[config.mk]
export PLATFORM = sky130hd
export DESIGN_NAME = operand_fetch_pipe
export DESIGN_NICKNAME = d
export VERILOG_FILES = /design/src/rtl/operand_fetch_pipe_pkg.sv /design/src/rtl/operand_fetch_pipe_imm_gen.sv /design/src/rtl/operand_fetch_pipe.sv
export SDC_FILE = /design/constraint.sdc
export NUM_CORES = 1
export LEC_CHECK = 0
export CAP_MARGIN = 20
export CORE_ASPECT_RATIO = 0.8
export CORE_MARGIN = 10
export CORE_UTILIZATION = 53
export DETAILED_ROUTE_END_ITERATION = 10
export GPL_TIMING_DRIVEN = 0
export PLACE_DENSITY = 0.88
export SLEW_MARGIN = 20
export SYNTH_ARGS = -nofsm -noshare
export SYNTH_HDL_FRONTEND = slang
export SYNTH_HIERARCHICAL = 1
export SYNTH_SLANG_ARGS = --single-unit
[constraint.sdc]
create_clock -name clk -period 3.45 [get_ports clk]
set_clock_uncertainty 0.2 [all_clocks]
set_input_delay 0.69 -clock clk [delete_from_list [all_inputs] [get_ports clk]]
set_output_delay 0.69 -clock clk [all_outputs]
set_load 0.1 [all_outputs]
[src/rtl/operand_fetch_pipe_pkg.sv]
// Shared RISC-V decode definitions: base opcodes, immediate formats and the
// decoded-bundle layout stored by the operand-fetch pipeline.
package riscv_pkg;

    function automatic bit xlen_legal(input int xlen);
        return (xlen == 32) || (xlen == 64);
    endfunction

    // Major opcodes, instr[6:2]
    localparam logic [4:0] LOAD      = 5'b00000;
    localparam logic [4:0] MISC_MEM  = 5'b00011;
    localparam logic [4:0] OP_IMM    = 5'b00100;
    localparam logic [4:0] AUIPC     = 5'b00101;
    localparam logic [4:0] OP_IMM_32 = 5'b00110;
    localparam logic [4:0] STORE     = 5'b01000;
    localparam logic [4:0] OP        = 5'b01100;
    localparam logic [4:0] LUI       = 5'b01101;
    localparam logic [4:0] OP_32     = 5'b01110;
    localparam logic [4:0] BRANCH    = 5'b11000;
    localparam logic [4:0] JALR      = 5'b11001;
    localparam logic [4:0] JAL       = 5'b11011;
    localparam logic [4:0] SYSTEM    = 5'b11100;

    typedef enum logic [2:0] {
        FMT_R = 3'd0,
        FMT_I = 3'd1,
        FMT_S = 3'd2,
        FMT_B = 3'd3,
        FMT_U = 3'd4,
        FMT_J = 3'd5
    } imm_fmt_e;

    // Width-independent part of a decoded entry; the XLEN-wide imm lives beside it
    typedef struct packed {
        logic [31:0] instr;
        imm_fmt_e    fmt;
        logic        rs1_en;
        logic        rs2_en;
        logic        illegal;
    } dec_t;

endpackage

[src/rtl/operand_fetch_pipe_imm_gen.sv]
// Combinational immediate selector: picks the format from the major opcode,
// sign-extends the immediate to XLEN and derives the register read enables.
module imm_gen
    import riscv_pkg::*;
#(
    parameter int XLEN = 32
) (
    input  logic [31:0]     instr,
    output logic [XLEN-1:0] imm,
    output logic [2:0]      fmt,
    output logic            rs1_en,
    output logic            rs2_en,
    output logic            illegal
);

    imm_fmt_e fmt_e;

    always_comb begin
        fmt_e   = FMT_I;
        illegal = 1'b0;
        case (instr[6:2])
            OP, OP_32:                                        fmt_e = FMT_R;
            OP_IMM, OP_IMM_32, LOAD, JALR, SYSTEM, MISC_MEM: fmt_e = FMT_I;
            STORE:                                            fmt_e = FMT_S;
            BRANCH:                                           fmt_e = FMT_B;
            LUI, AUIPC:                                       fmt_e = FMT_U;
            JAL:                                              fmt_e = FMT_J;
            default:                                          illegal = 1'b1;
        endcase
        // 16-bit compressed encodings are not part of the base set either
        if (instr[1:0] != 2'b11) illegal = 1'b1;
    end

    // Size casts of signed operands sign-extend from instr[31]
    always_comb begin
        imm = '0;
        if (!illegal) begin
            case (fmt_e)
                FMT_I:   imm = XLEN'($signed(instr[31:20]));
                FMT_S:   imm = XLEN'($signed({instr[31:25], instr[11:7]}));
                FMT_B:   imm = XLEN'($signed({instr[31], instr[7], instr[30:25], instr[11:8], 1'b0}));
                FMT_U:   imm = XLEN'($signed({instr[31:12], 12'b0}));
                FMT_J:   imm = XLEN'($signed({instr[31], instr[19:12], instr[20], instr[30:21], 1'b0}));
                default: imm = '0;
            endcase
        end
    end

    assign fmt    = fmt_e;
    assign rs1_en = !illegal && (fmt_e inside {FMT_R, FMT_I, FMT_S, FMT_B});
    assign rs2_en = !illegal && (fmt_e inside {FMT_R, FMT_S, FMT_B});

endmodule

[src/rtl/operand_fetch_pipe.sv]
// Decode/operand-fetch stage: decodes on entry, then holds up to two entries
// (main drives the outputs, skid absorbs one beat of back-pressure).
module operand_fetch_pipe
    import riscv_pkg::*;
#(
    parameter int XLEN = 32,
    parameter int PC_W = XLEN
) (
    input  logic            clk,
    input  logic            rst_n,
    input  logic            halt,
    input  logic            flush,
    input  logic            in_valid,
    output logic            in_ready,
    input  logic [PC_W-1:0] pc_in,
    input  logic [31:0]     instr_in,
    output logic            out_valid,
    input  logic            out_ready,
    output logic [PC_W-1:0] pc_out,
    output logic [31:0]     instr_out,
    output logic [4:0]      rd,
    output logic [4:0]      rs1,
    output logic [4:0]      rs2,
    output logic [2:0]      funct3,
    output logic [6:0]      funct7,
    output logic [XLEN-1:0] imm,
    output logic [2:0]      imm_fmt,
    output logic            rs1_en,
    output logic            rs2_en,
    output logic            illegal
);

    if (!xlen_legal(XLEN)) begin : g_bad_xlen
        $error("operand_fetch_pipe: XLEN must be 32 or 64");
    end

    typedef enum logic [1:0] {EMPTY, ONE, TWO} occ_e;

    occ_e            state_q, state_d;
    logic            in_ready_q;
    logic            in_xfer, out_xfer;
    logic            load_main, load_skid, skid_to_main;
    dec_t            dec_in, main_q, main_d, skid_q, skid_d;
    logic [XLEN-1:0] imm_in, imm_main_q, imm_main_d, imm_skid_q, imm_skid_d;
    logic [PC_W-1:0] pc_main_q, pc_main_d, pc_skid_q, pc_skid_d;
    logic [2:0]      fmt_in;
    logic            rs1_en_in, rs2_en_in, illegal_in;

    imm_gen #(.XLEN(XLEN)) u_imm_gen (
        .instr   (instr_in),
        .imm     (imm_in),
        .fmt     (fmt_in),
        .rs1_en  (rs1_en_in),
        .rs2_en  (rs2_en_in),
        .illegal (illegal_in)
    );

    always_comb begin
        dec_in         = '0;
        dec_in.instr   = instr_in;
        dec_in.fmt     = imm_fmt_e'(fmt_in);
        dec_in.rs1_en  = rs1_en_in;
        dec_in.rs2_en  = rs2_en_in;
        dec_in.illegal = illegal_in;
    end

    // in_ready is the registered image of "next state is not TWO"
    always_ff @(posedge clk) begin
        if (!rst_n) begin
            state_q    <= EMPTY;
            in_ready_q <= 1'b1;
        end else begin
            state_q    <= state_d;
            in_ready_q <= (state_d != TWO);
        end
    end

    // A flush cycle never accepts input; halt blocks both transfers
    assign in_xfer  = in_valid && in_ready_q && !halt && !flush;
    assign out_xfer = out_valid && out_ready && !halt;

    always_comb begin
        state_d      = state_q;
        load_main    = 1'b0;
        load_skid    = 1'b0;
        skid_to_main = 1'b0;
        if (flush) begin
            state_d = EMPTY;
        end else begin
            case (state_q)
                EMPTY: if (in_xfer) begin
                    state_d   = ONE;
                    load_main = 1'b1;
                end
                ONE: begin
                    if (in_xfer && out_xfer) begin
                        load_main = 1'b1;
                    end else if (out_xfer) begin
                        state_d = EMPTY;
                    end else if (in_xfer) begin
                        state_d   = TWO;
                        load_skid = 1'b1;
                    end
                end
                TWO: if (out_xfer) begin
                    state_d      = ONE;
                    skid_to_main = 1'b1;
                end
                default: state_d = EMPTY;
            endcase
        end
    end

    always_comb begin
        out_valid = (state_q != EMPTY);
        in_ready  = in_ready_q;
    end

    always_comb begin
        main_d     = main_q;
        imm_main_d = imm_main_q;
        pc_main_d  = pc_main_q;
        skid_d     = skid_q;
        imm_skid_d = imm_skid_q;
        pc_skid_d  = pc_skid_q;
        if (skid_to_main) begin
            main_d     = skid_q;
            imm_main_d = imm_skid_q;
            pc_main_d  = pc_skid_q;
        end else if (load_main) begin
            main_d     = dec_in;
            imm_main_d = imm_in;
            pc_main_d  = pc_in;
        end
        if (load_skid) begin
            skid_d     = dec_in;
            imm_skid_d = imm_in;
            pc_skid_d  = pc_in;
        end
    end

    always_ff @(posedge clk) begin
        if (!rst_n) begin
            main_q     <= '0;
            imm_main_q <= '0;
            pc_main_q  <= '0;
            skid_q     <= '0;
            imm_skid_q <= '0;
            pc_skid_q  <= '0;
        end else begin
            main_q     <= main_d;
            imm_main_q <= imm_main_d;
            pc_main_q  <= pc_main_d;
            skid_q     <= skid_d;
            imm_skid_q <= imm_skid_d;
            pc_skid_q  <= pc_skid_d;
        end
    end

    assign pc_out    = pc_main_q;
    assign instr_out = main_q.instr;
    assign rd        = main_q.instr[11:7];
    assign rs1       = main_q.instr[19:15];
    assign rs2       = main_q.instr[24:20];
    assign funct3    = main_q.instr[14:12];
    assign funct7    = main_q.instr[31:25];
    assign imm       = imm_main_q;
    assign imm_fmt   = main_q.fmt;
    assign rs1_en    = main_q.rs1_en;
    assign rs2_en    = main_q.rs2_en;
    assign illegal   = main_q.illegal;

endmodule

==> qor.log <==
qor: yosys.largest_family_of_logic_cells_by_synthesized_area compound AO/OA/AOI/OAI gates
qor: place.place_hpwl 26100 um
qor: setup_path.slowest_stage dlygate4sd2_1
qor: sta.max-slew-margin-rel 28.4%
qor: yosys.synth_top_area_share 39.2%
qor: finish.finalInstanceArea 13700 um2
qor: finish.layout.cells.most_common dfxtp_1
qor: clock_network.clock_tree.buffer_depth 3
qor: pwr.peakVddDrop 0.322 mV
qor: run.cap_viol_max_count 0
qor: global_routing.grt_usage 26.7%
qor: drt.dr.pass1.iters 5
qor: yosys.synthAdderAreaFrac 0.118%
qor: drt.dr_total_vias 11500
qor: clock_network.clock_tree.htree_level_count 1
qor: finish.drive_above_1_share 7.91%
qor: yosys.synth.yosys.seq_area_share 39.2%
qor: drt.route.detailed.vias_per_inst 6.57
qor: sta.min_period_over_period 97.5%
qor: floorplan.design.portCount 199
qor: yosys.synth_nets 1326
qor: clock_network.tritoncts.num_buffers 22
qor: pwr.p_leak 0.00428 uW
qor: finish.layout.cells.most_common_list 207 x dfxtp_1, 191 x clkdlybuf4s50_1, 137 x clkbuf_1, 113 x inv_1, 108 x o21ai_0
qor: floorplan.core.rowCount 46
qor: finish.insertedDiodeCount 0
qor: yosys.postSynth.asyncResetShare 0%
qor: clock_network.clkSlewWorstSetupHoldPaths 0.06 ns
qor: yosys.post_synth.cell_area_avg 8.43 um2
qor: yosys.postSynth.topFlopCell dfxtp_1
qor: yosys.edff_count_synth 0
qor: yosys.synth_compound_area_share 32.4%
qor: clock_network.tritoncts done
qor: place.place_area 12900 um2
qor: setup_path.timing.critical_path.to_type flip-flop
qor: yosys.mappedNetlistArea 10600 um2
qor: place.gp_routability_congestion 0.941
qor: sta.hold_violations 0
qor: global_routing.grt_max_degree 15
qor: setup_path.worstSetupPathType input pin to flip-flop
qor: drt.detail_route.wirelength 37600 um
qor: finish.area_growth_syn_to_layout 29.5%
qor: global_routing.wire_length_of_the_first_global_routing_pass 57700 um
qor: yosys.synth-xor-area-share 0%
qor: sta.timing_worst_slew_pin_value 1.07 ns
qor: yosys.muxShareOfSynthArea 0%
qor: min_path.worst_hold_path_type flip-flop to flip-flop
qor: yosys.synth.lib_cells_used.distinct 56
qor: place.preCtsSetupSlack -1.06 ns
qor: sta.postLayoutSetupSlackWorst 0.0853 ns
qor: floorplan.fp.dieW 178 um
qor: setup_path.timing.critical_path.from_type input pin
qor: drt.dr.first_iter.drc_count 1883
qor: setup_path.cp_num_buf_inv 6
qor: yosys.synth_top_cell_by_area dfxtp_1
qor: drt.drt-wirelength-per-cell 21.4 um
qor: sta.grt_setup_unrepaired false
qor: setup_path.crit_fanout 11
qor: sta.fmax 297 MHz
qor: drt.drc_errors 0
qor: sta.period_minus_slack 3.36 ns
qor: clock_network.clock-sinks 207
qor: setup_path.timing.critical_path.required 3.66 ns
qor: drt.drtAntennaViolNets 0
qor: sta.final.hold.worst_slack 0.264 ns
qor: setup_path.path_delay_family buffers and inverters
qor: setup_path.crit_path_max_incr_delay 0.35 ns
qor: global_routing.via_count_of_the_first_global_routing_pass 10700
qor: clock_network.worst_skew_pair_later_pin_latency 0.51 ns
qor: global_routing.global_route.overflow_total 0
qor: pwr.power_density 473 nW/um2
qor: outcome.outcome completed
qor: yosys.ys_seq_elements 207
qor: floorplan.start_util 53.6%
qor: floorplan.floorplan.die_area 26000 um2
qor: yosys.post_synth_and_or_nand_nor_area_fraction 15.3%
qor: yosys.yosys-top-cells-area dfxtp_1 39%, a311oi_1 8.4%, o41ai_1 8.4%
qor: sta.setup_viol 0
qor: setup_path.crit_arrival 3.58 ns
qor: place.placement.io_buffers 196
qor: finish.final_nets 1548
qor: setup_path.crit_path_cell_trace dlygate4sd2_1 > buf_6 > or2_4 > nor3b_4 > inv_1 > ha_1 > buf_2 > nor2b_1 > o21ai_1 > inv_1 > buf_2 > nand2_1 > a21oi_2 > nand3_1 > a21boi_0
qor: clock_network.cts_root_buf clkbuf_16
qor: global_routing.antenna_found_initial 0
qor: floorplan.floorplan.core_area 19700 um2
qor: floorplan.floorplan.die.height 146 um
qor: yosys.synthesis.yosys.warnings 6
qor: sta.finalMaxSlewViolations 0
qor: yosys.postSynthCellCount 1255
==> report_power, final <==
| group | total [uW] | switching (uW) | internal (uW) |
|---|---|---|---|
| Combinational | 1360 | 993 | 370 |
| Clock | 2620 | 1010 | 1610 |
| Sequential | 2490 | 40.1 | 2450 |
| Total | 6480 | 2040 | 4430 |
==> tightest hold or removal path: cells and delay by family (launching register included) <==
family | cells | cell delay (ns)
flops | 1 | 0.31
compound gates | 1 | 0.06
buf+inv | 1 | 0.05
==> sequential cells by signal, indices dropped and copies added (netlist names), 2 cells and up <==
register / cells
pc_skid_q: 32
imm_fmt: 3
imm: 32
pc_out: 32
skid_q: 38
state_q: 2
instr_out: 32
imm_skid_q: 32
==> path summary, 6_finish.rpt <==
kind                             startpoint        endpoint  slack, ns  cells past startpoint
worst max-delay path            instr_in[2]  imm_skid_q[12]       0.09                     15
worst min-delay path              pc_out[7]       pc_out[7]       0.26                      2
worst max register to register   state_q[0]         imm[16]       0.75                      5
worst min register to register    pc_out[7]       pc_out[7]       0.26                      2
==> metal layers <==
metal | vias up | track usage, % | routed length (um)
met4 | 0 | 9.16 | 1330
met2 | 798 | 40.2 | 16200
met3 | 133 | 7.50 | 5230
met5 | - | 0 | 0
li1 | 5224 | - | -
met1 | 5385 | 35.7 | 14800
==> logic make-up (layout without fill, tap and decap cells) <==
family,Yosys count,count (layout)
AO/OA/AOI/OAI,458,458
buffers and inverters,309,546
AND/OR/NAND/NOR,280,280
flip-flops,207,207
adder cells (fa/ha/maj),1,1
==> final cells by class <==
class,count,area (um2)
buffer,196,955
clock buffer,31,646
clock inverter,8,150
fill,1539,6040
inverter,113,424
multi-input combinational,739,5070
sequential,207,4140
tap,264,330
timing repair buffer,198,1980
==> Yosys cell counts, types with 5 or more instances <==
cell type,count
buf_1,7
buf_4,27
a21boi_0,103
dfxtp_1,207
a21oi_1,15
inv_1,113
o41ai_1,102
nand2b_1,6
o21ai_0,108
a31oi_1,5
nand2_1,28
nor2b_1,5
nor3_1,7
nor4_1,102
buf_6,12
a21oi_2,8
nand3_1,102
buf_2,16
a311oi_1,102
clkbuf_1,133
==> metrics by stage <==
stage / instances / setup TNS, ns / total power [uW] / util [%]
final: 1756 / 0 / 6480 / 69.4
after global routing: 1756 / 0 / 6630 / 69.4
after CTS: 1756 / 0 / 6450 / 69.4
after detailed placement: 1715 / -49.21 / 3880 / 65.2
after global placement: 1715 / -42.32 / 3870 / 65.2
after floorplan: 1255 / 0 / 3490 / -
==> repair_timing <==
action	CTS	global route
buffers inserted	2	0
hold buffers	0	0
resized for setup	7	4
pin swaps	3	0
endpoints found under the hold margin	0	0
setup endpoints to repair	62	54
(Power assumes the default switching activity.)
